File: src/rtl/pla_onehot_capture.sv
// Registered consumer for the 4-line one-hot PLA decode: validates the word,
// recovers {A,B}, counts hits/errors and locks after a streak of malformed words.
module pla_onehot_capture #(
    parameter int CNT_W     = 8,
    parameter int ERR_LIMIT = 3
) (
    input  logic               clk,
    input  logic               rst_n,
    input  logic               in_valid,
    output logic               in_ready,
    input  logic [3:0]         f_in,
    output logic               out_valid,
    input  logic               out_ready,
    output logic [1:0]         out_code,
    output logic               out_err,
    input  logic               clr,
    output logic [4*CNT_W-1:0] hit_cnt,
    output logic [CNT_W-1:0]   err_cnt,
    output logic               sticky_err,
    output logic               locked
);

    localparam int CW = $clog2(ERR_LIMIT + 1);
    localparam logic [CW-1:0] LIMIT = CW'(ERR_LIMIT);

    typedef enum logic {RUN, LOCKED} state_e;

    state_e                      state_q, state_d;
    logic                        out_valid_q, out_valid_d;
    logic [1:0]                  out_code_q, out_code_d;
    logic                        out_err_q, out_err_d;
    logic [3:0][CNT_W-1:0]       hit_q, hit_d;
    logic [CNT_W-1:0]            err_cnt_q, err_cnt_d;
    logic                        sticky_q, sticky_d;
    logic [CW-1:0]               consec_q, consec_d;

    logic       accept;
    logic       good;
    logic [1:0] code;
    logic [1:0] lane;

    assign in_ready = (state_q == RUN) && (!out_valid_q || out_ready);
    assign accept   = in_valid && in_ready;

    always_comb begin
        // NOTE: every variable gets its default first so no path can infer a latch.
        state_d     = state_q;
        out_valid_d = out_valid_q;
        out_code_d  = out_code_q;
        out_err_d   = out_err_q;
        hit_d       = hit_q;
        err_cnt_d   = err_cnt_q;
        sticky_d    = sticky_q;
        consec_d    = consec_q;
        good        = 1'b0;
        code        = 2'b00;
        lane        = 2'd0;

        // Decode only on accept so an undriven f_in while idle never propagates.
        if (accept) begin
            unique case (f_in)
                4'b0001: begin good = 1'b1; code = 2'b11; lane = 2'd0; end
                4'b0010: begin good = 1'b1; code = 2'b10; lane = 2'd1; end
                4'b0100: begin good = 1'b1; code = 2'b01; lane = 2'd2; end
                4'b1000: begin good = 1'b1; code = 2'b00; lane = 2'd3; end
                default: begin good = 1'b0; code = 2'b00; lane = 2'd0; end
            endcase
        end

        if (accept) begin
            out_valid_d = 1'b1;
            out_code_d  = code;
            out_err_d   = !good;
        end else if (out_ready) begin
            out_valid_d = 1'b0;
        end

        if (accept) begin
            if (good) begin
                if (hit_q[lane] != '1) hit_d[lane] = hit_q[lane] + CNT_W'(1);
                consec_d = '0;
            end else begin
                if (err_cnt_q != '1) err_cnt_d = err_cnt_q + CNT_W'(1);
                sticky_d = 1'b1;
                if (consec_q < LIMIT) consec_d = consec_q + CW'(1);
                if (consec_d == LIMIT) state_d = LOCKED;
            end
        end

        // Clear overrides any same-cycle count update but leaves the output word alone.
        if (clr) begin
            hit_d     = '0;
            err_cnt_d = '0;
            sticky_d  = 1'b0;
            consec_d  = '0;
            state_d   = RUN;
        end
    end

    always_ff @(posedge clk or negedge rst_n) begin
        if (!rst_n) begin
            state_q     <= RUN;
            out_valid_q <= 1'b0;
            out_code_q  <= 2'b00;
            out_err_q   <= 1'b0;
            hit_q       <= '0;
            err_cnt_q   <= '0;
            sticky_q    <= 1'b0;
            consec_q    <= '0;
        end else begin
            // NOTE: non-blocking so every flop samples the pre-edge value of its peers.
            state_q     <= state_d;
            out_valid_q <= out_valid_d;
            out_code_q  <= out_code_d;
            out_err_q   <= out_err_d;
            hit_q       <= hit_d;
            err_cnt_q   <= err_cnt_d;
            sticky_q    <= sticky_d;
            consec_q    <= consec_d;
        end
    end

    assign out_valid  = out_valid_q;
    assign out_code   = out_code_q;
    assign out_err    = out_err_q;
    assign hit_cnt    = hit_q;
    assign err_cnt    = err_cnt_q;
    assign sticky_err = sticky_q;
    assign locked     = (state_q == LOCKED);

endmodule

File: config.mk
export PLATFORM = sky130hd
export DESIGN_NAME = pla_onehot_capture
export DESIGN_NICKNAME = d
export VERILOG_FILES = /design/src/rtl/pla_onehot_capture.sv
export SDC_FILE = /design/constraint.sdc
export NUM_CORES = 1
export LEC_CHECK = 0
export ABC_CLOCK_PERIOD_IN_PS = 3400
export CORE_ASPECT_RATIO = 1.25
export CORE_UTILIZATION = 34
export DETAILED_ROUTE_END_ITERATION = 10
export GPL_TIMING_DRIVEN = 0
export PLACE_DENSITY = 0.56
export SETUP_SLACK_MARGIN = 0.15
export SYNTH_ARGS = -nofsm -noshare
export SYNTH_HDL_FRONTEND = slang
export SYNTH_SLANG_ARGS = --single-unit
File: constraint.sdc
create_clock -name clk -period 3.4 [get_ports clk]
set_input_delay 1.02 -clock clk [delete_from_list [all_inputs] [get_ports clk]]
set_output_delay 1.02 -clock clk [all_outputs]
set_load 0.005 [all_outputs]
==> results of run 1 <==
## report_power, final
group | switching (uW) | internal, uW | leakage (uW)
Combinational | 130 | 108 | 0.00108
Clock | 215 | 222 | 0.0000548
Sequential | 10.1 | 582 | 0.000661
Total | 355 | 912 | 0.00180
## timing repair
action                                  CTS  global route
endpoints found under the setup margin   41            32
buffers inserted                         23             2
gates resized for setup                  48            28
cloned                                    0             0
pin swaps                                22            13
## synth_stat cells (5+ instances only)
library cell / count / area, um2
buf_2: 7 / 35.0
xnor2_1: 6 / 52.6
mux2i_1: 16 / 160
clkbuf_1: 10 / 37.5
nor2b_1: 13 / 81.3
o2bb2ai_2: 6 / 90.1
or3b_1: 7 / 61.3
inv_1: 5 / 18.8
a31oi_1: 12 / 75.1
or3b_2: 5 / 43.8
xor2_1: 9 / 78.8
nor2_1: 37 / 139
dfrtp_1: 48 / 1200
nand2_1: 10 / 37.5
a21oi_1: 5 / 25.0
nor4_2: 5 / 62.6
a211oi_1: 10 / 75.1
nor4_1: 7 / 43.8
## cell type report
cell class | instances | area share [%]
Clock inverter | 3 | 1.08
Clock buffer | 5 | 1.61
Tap cell | 97 | 2.84
Inverter | 6 | 0.643
Sequential cell | 48 | 28.1
Multi-Input combinational cell | 209 | 42.9
Buffer | 20 | 4.74
Timing Repair Buffer | 79 | 18.2
## state kept, by name (all words and copies together), names as in the netlist
signal,cells
out_valid,1
consec_q,2
sticky_err,1
err_cnt,8
hit_cnt,32
locked,1
out_err,1
out_code,2
## worst max-delay path: stages
cell	delay, ps
buf_8	110
or4b_4	540
buf_8	150
or4b_4	460
and4_4	210
clkinv_4	50
ha_4	140
o2111ai_4	210
nor2_4	290
or4b_4	170
buf_8	140
o2bb2ai_2	60
## cell families (layout without fill, tap and decap cells)
group           after synthesis  in the layout  share of synthesized area, %
simple gates                116            116                          24.6
fa+ha+maj                     2              2                         0.860
xor+xnor                     15             15                          4.51
compound gates               60             60                          18.9
mux                          16             16                          5.50
flops                        48             48                          41.3
buf+inv                      26            113                          4.34
## routing by layer
layer	up-vias	track usage, %
met2	62	34.7
li1	1221	-
met4	0	12.0
met1	1268	24.0
met5	-	0
met3	22	4.23
## path summary, 6_finish.rpt
| kind | from | end | slack, ps | cells after the start |
|---|---|---|---|---|
| setup / recovery | f_in[2] | hit_cnt[29] | 50 | 12 |
| hold reg to reg | out_err | out_err | 480 | 1 |
| hold / removal | out_err | out_err | 480 | 1 |
| min in group asynchronous | rst_n | out_valid | 660 | 1 |
| max in group asynchronous | rst_n | out_code[0] | 2210 | 2 |
| setup reg to reg | locked | hit_cnt[29] | 610 | 11 |
## metrics by stage
step	setup slack, ps	total power [uW]	hold WS (ps)	instance area, um2
finish	49.8	1270	482	4280
global route	-28.5	1320	521	4280
CTS	36.9	1270	488	4140
detailed placement	-939	799	465	3660
global placement	-857	795	458	3650
floorplan	-87.6	718	467	2990
==> out/metrics.cfg, run 1 <==
[run_status]
status = complete, no violations

[detailed_routing]
wl_met1_um = 3670
vias = 2573
drc = 0
wl_met3_um = 332
drt-wirelength-per-cell_um = 18.8
drtPass1Iterations = 6
top_layer = met4
wl_met2_um = 4400
finalWirelength_um = 8780
viasPerCell = 5.51
drtAntennaViolNets = 0
drtIter0Drc = 94

[synth]
ys.flop_type = dfrtp_1
postSynthAreaPerCell_um2 = 10.3
synth_cell_types = 58
yosysWarnings = 0
seq_area_frac_synth_pct = 41.3
ys_seq_elements = 48
syn_nets = 294
syn_inst = 283
synth_edf_count = 0
synthArstFlopShare_pct = 100
syn-cell-area_um2 = 2910

[global_routing]
grt_pass1_wl_um = 14000
grt_pass1_vias = 2703
track_usage_pct = 20.5
grt_overflow = 0
grt_max_degree = 30
antenna_found_initial = 0

[floorplanning]
die_h_um = 105
initial_core_util_pct = 35.1
core_area_um2 = 8290
die_area_um2 = 8940
pin_count = 56
die_w_um = 84.8
rows = 37

[clock_tree]
tritoncts = built
clk-insertion-delay-late_ps = 310
cts_buffers = 5
cts_buffer_depth = 2
holdBufCountCts = 0
cts_sinks = 48
root_buffer = clkbuf_8
htreeDepth = 2
clk_pin_slew_ps = 100

[final_layout]
final_common_cell = dfrtp_1
syn_to_final_growth_pct = 47.0
fillers = 742
post_layout_nonfiller_instances = 467
postLayoutCoreUtil_pct = 51.6
layout-drive-gt1-share_pct = 30.5
multi_input_area_um2 = 1830
layout.nets = 380
diodes = 0
mostFrequentLayoutCells = dfrtp_1, clkdlybuf4s50_1, nor2_1
regArea_um2 = 1200

[hold_path]
hold_class = reg -> reg

[flow_run]
cap_violations = 0

[critical_path]
cp-start-kind = primary input
path_class = in -> reg
crit_fanout = 7
critPathCaptureType = flop
arrival_ps = 3550
required_ps = 3600

[placement]
place_inst = 434
place_congestion = 0.852
io_buffers = 53
dp.final_hpwl_um = 6170

[timing]
setup_viol = 0
maxSlewHeadroom_pct = 42.9
fin_worst_skew_ps = 7.63
finalCritPeriodShare_pct = 98.5
period_needed_ps = 3350
setup-tns-final_ps = 0
finalHoldViolCount = 0
rsz0062_at_grt = true
tightestPinTransition_ps = 848
clock.fmax_mhz = 298
slew_violations = 0

[power_and_ir_drop]
static-leakage-power_uw = 0.00180
p_per_area_nw_per_um2 = 296
ir_drop_v = 0.000248

No activity file was read; power rests on OpenSTA's default activity.
==> run 2: changes to the inputs <==
Settings changed: GPL_ROUTABILITY_DRIVEN from default to 0, REMOVE_ABC_BUFFERS from default to 1.
==> out/metrics.cfg, run 2 (synthesis results as in run 1) <==
[critical_path]
path_delay_family = simple AND/OR/NAND/NOR gates
critPathCaptureType = flop
cp-start-kind = primary input
required_ps = 3650  ; +50 ps
cp-startpoint = f_in[0]
arrival_ps = 3450  ; -100 ps
reg2reg_from = hit_cnt[17]
cp_slowest_stage_delay_ps = 540  ; about the same
path_depth = 10  ; -2
rrSetupSlack_ps = 650  ; +40 ps
regToRegEndpoint = hit_cnt[28]
crit_end = hit_cnt[27]
worst_path_max_delay_cell = or4b_4
crit_chain = buf_12, or4b_4, or4b_1, and4_4, clkinv_4, ha_4, o2111ai_4, nor2_4, o21ba_2, o2bb2ai_2
critPathBufInv = 2  ; -2
path_class = in -> reg
reg2reg_depth = 8  ; -3
crit_fanout = 7  ; unchanged

[clock_tree]
clk_pin_slew_ps = 100  ; about the same
cts_buffers = 5  ; unchanged
root_buffer = clkbuf_8
cts_buffer_depth = 2  ; unchanged
clk-insertion-delay-late_ps = 310  ; about the same
tritoncts = built
htreeDepth = 2  ; unchanged
cts_sinks = 48  ; unchanged

[detailed_routing]
drtPass1Iterations = 6  ; unchanged
viasPerCell = 5.60  ; +1.6%
drtAntennaViolNets = 0  ; unchanged
finalWirelength_um = 8870  ; +1.0%
vias = 2541  ; -1.2%
drc = 0  ; unchanged
drt-wirelength-per-cell_um = 19.5  ; +3.9%
drtIter0Drc = 208  ; +120%

[timing]
rsz0062_at_grt = true
period_needed_ps = 3200  ; -151 ps
maxSlewHeadroom_pct = 50.5  ; +7.7 points
setup_viol = 0  ; unchanged
fin_worst_skew_ps = 13.8  ; +6.13 ps
setup_ws_ps = 201  ; +151 ps
finalHoldViolCount = 0  ; unchanged
hold_slack_ps = 485  ; +2.28 ps
setup-tns-final_ps = 0  ; unchanged
finalCritPeriodShare_pct = 94.1  ; -4.4 points
slew_violations = 0  ; unchanged
clock.fmax_mhz = 313  ; +4.7%
tightestPinTransition_ps = 742  ; -106 ps

[final_layout]
layout.nets = 368  ; -3.2%
final_area_um2 = 4190  ; -2.2%
syn_to_final_growth_pct = 43.8
layout-drive-gt1-share_pct = 27.2  ; -3.4 points
final_common_cell = dfrtp_1
diodes = 0  ; unchanged
mostFrequentLayoutCells = dfrtp_1, clkdlybuf4s50_1, nor2_1
largest_reg_flops = 32  ; unchanged
post_layout_nonfiller_instances = 454  ; -2.8%

[floorplanning]
die_w_um = 84.8  ; unchanged
core_area_um2 = 8290  ; unchanged
die_h_um = 105  ; unchanged
pin_count = 56  ; unchanged
rows = 37  ; unchanged
initial_core_util_pct = 35.1  ; unchanged
die_area_um2 = 8940  ; unchanged

[hold_path]
hold_class = reg -> reg
worstHoldStart = out_code[0]

[global_routing]
grt_max_degree = 40  ; +33%
grt_overflow = 0  ; unchanged
antenna_found_initial = 0  ; unchanged
grt_pass1_vias = 2530  ; -6.4%
track_usage_pct = 20.3  ; -0.29 points
grt_pass1_wl_um = 13900  ; -1.1%

[power_and_ir_drop]
p_per_area_nw_per_um2 = 282  ; -4.7%
static-leakage-power_uw = 0.00172  ; -4.2%
ir_drop_v = 0.000137  ; -45%

[placement]
place_inst = 416  ; -4.1%
pre_cts_ws_ps = -1500  ; -564 ps
dpl_cell_area_um2 = 3490  ; -4.7%
io_buffers = 55  ; +3.8%
dp.final_hpwl_um = 5440  ; -12%

[flow_run]
cap_violations = 0  ; unchanged

[run_status]
status = complete, no violations

-- run 2: stage by stage --
step / power [uW] / util (%)
2_1_floorplan: 690 / -
3_3_place_gp: 775 / 42.0
3_5_place_dp: 778 / 42.1
4_1_cts: 1180 / 49.6
5_1_grt: 1230 / 50.5
6_report: 1180 / 50.5
-- run 2: metal layers --
metal	global-route usage, %	vias up	routed length, um
met5	0	-	0
met2	32.6	72	4380
met1	25.9	1252	3720
met4	10.7	0	329
met3	3.68	23	440
li1	-	1194	-
-- run 2: what timing repair did --
action / 4_1_cts / 5_1_grt
hold buffers: 0 / 0
resized for setup: 70 / 6
setup endpoints to repair: 43 / 31
pin swaps: 17 / 7
buffers inserted: 25 / 2
endpoints found under the hold margin: 0 / 0
gates cloned: 3 / 1
-- run 2: cell type report --
class | instances | area (um2)
Sequential cell | 48 | 1200
Multi-Input combinational cell | 210 | 1810
Inverter | 6 | 27.5
Timing Repair Buffer | 86 | 943
Tap cell | 97 | 121
Clock buffer | 5 | 68.8
Clock inverter | 2 | 12.5
Fill cell | 754 | 4100
-- run 2: worst min-delay path, stage by stage, from the launching register on --
cell and delay [ps]:
dfrtp_1 350, nand2_1 50, o41ai_1 50
-- run 2: worst min-delay path by stage --
| stage | end | slack (ps) | depth (start not counted) |
|---|---|---|---|
| floorplan | out_code[0] | 470 | 2 |
| global placement | out_code[0] | 460 | 2 |
| detailed placement | out_code[0] | 470 | 2 |
| global route | out_err | 530 | 1 |
| CTS | out_code[0] | 490 | 2 |
| finish | out_code[0] | 480 | 2 |
-- run 2: where the power goes --
group / leakage [uW] / internal (uW) / switching [uW] / total (uW)
clock: 0.0000400 / 140 / 203 / 343
sequential: 0.000661 / 582 / 10.9 / 593
combinational: 0.00102 / 113 / 133 / 245
total: 0.00172 / 835 / 346 / 1180
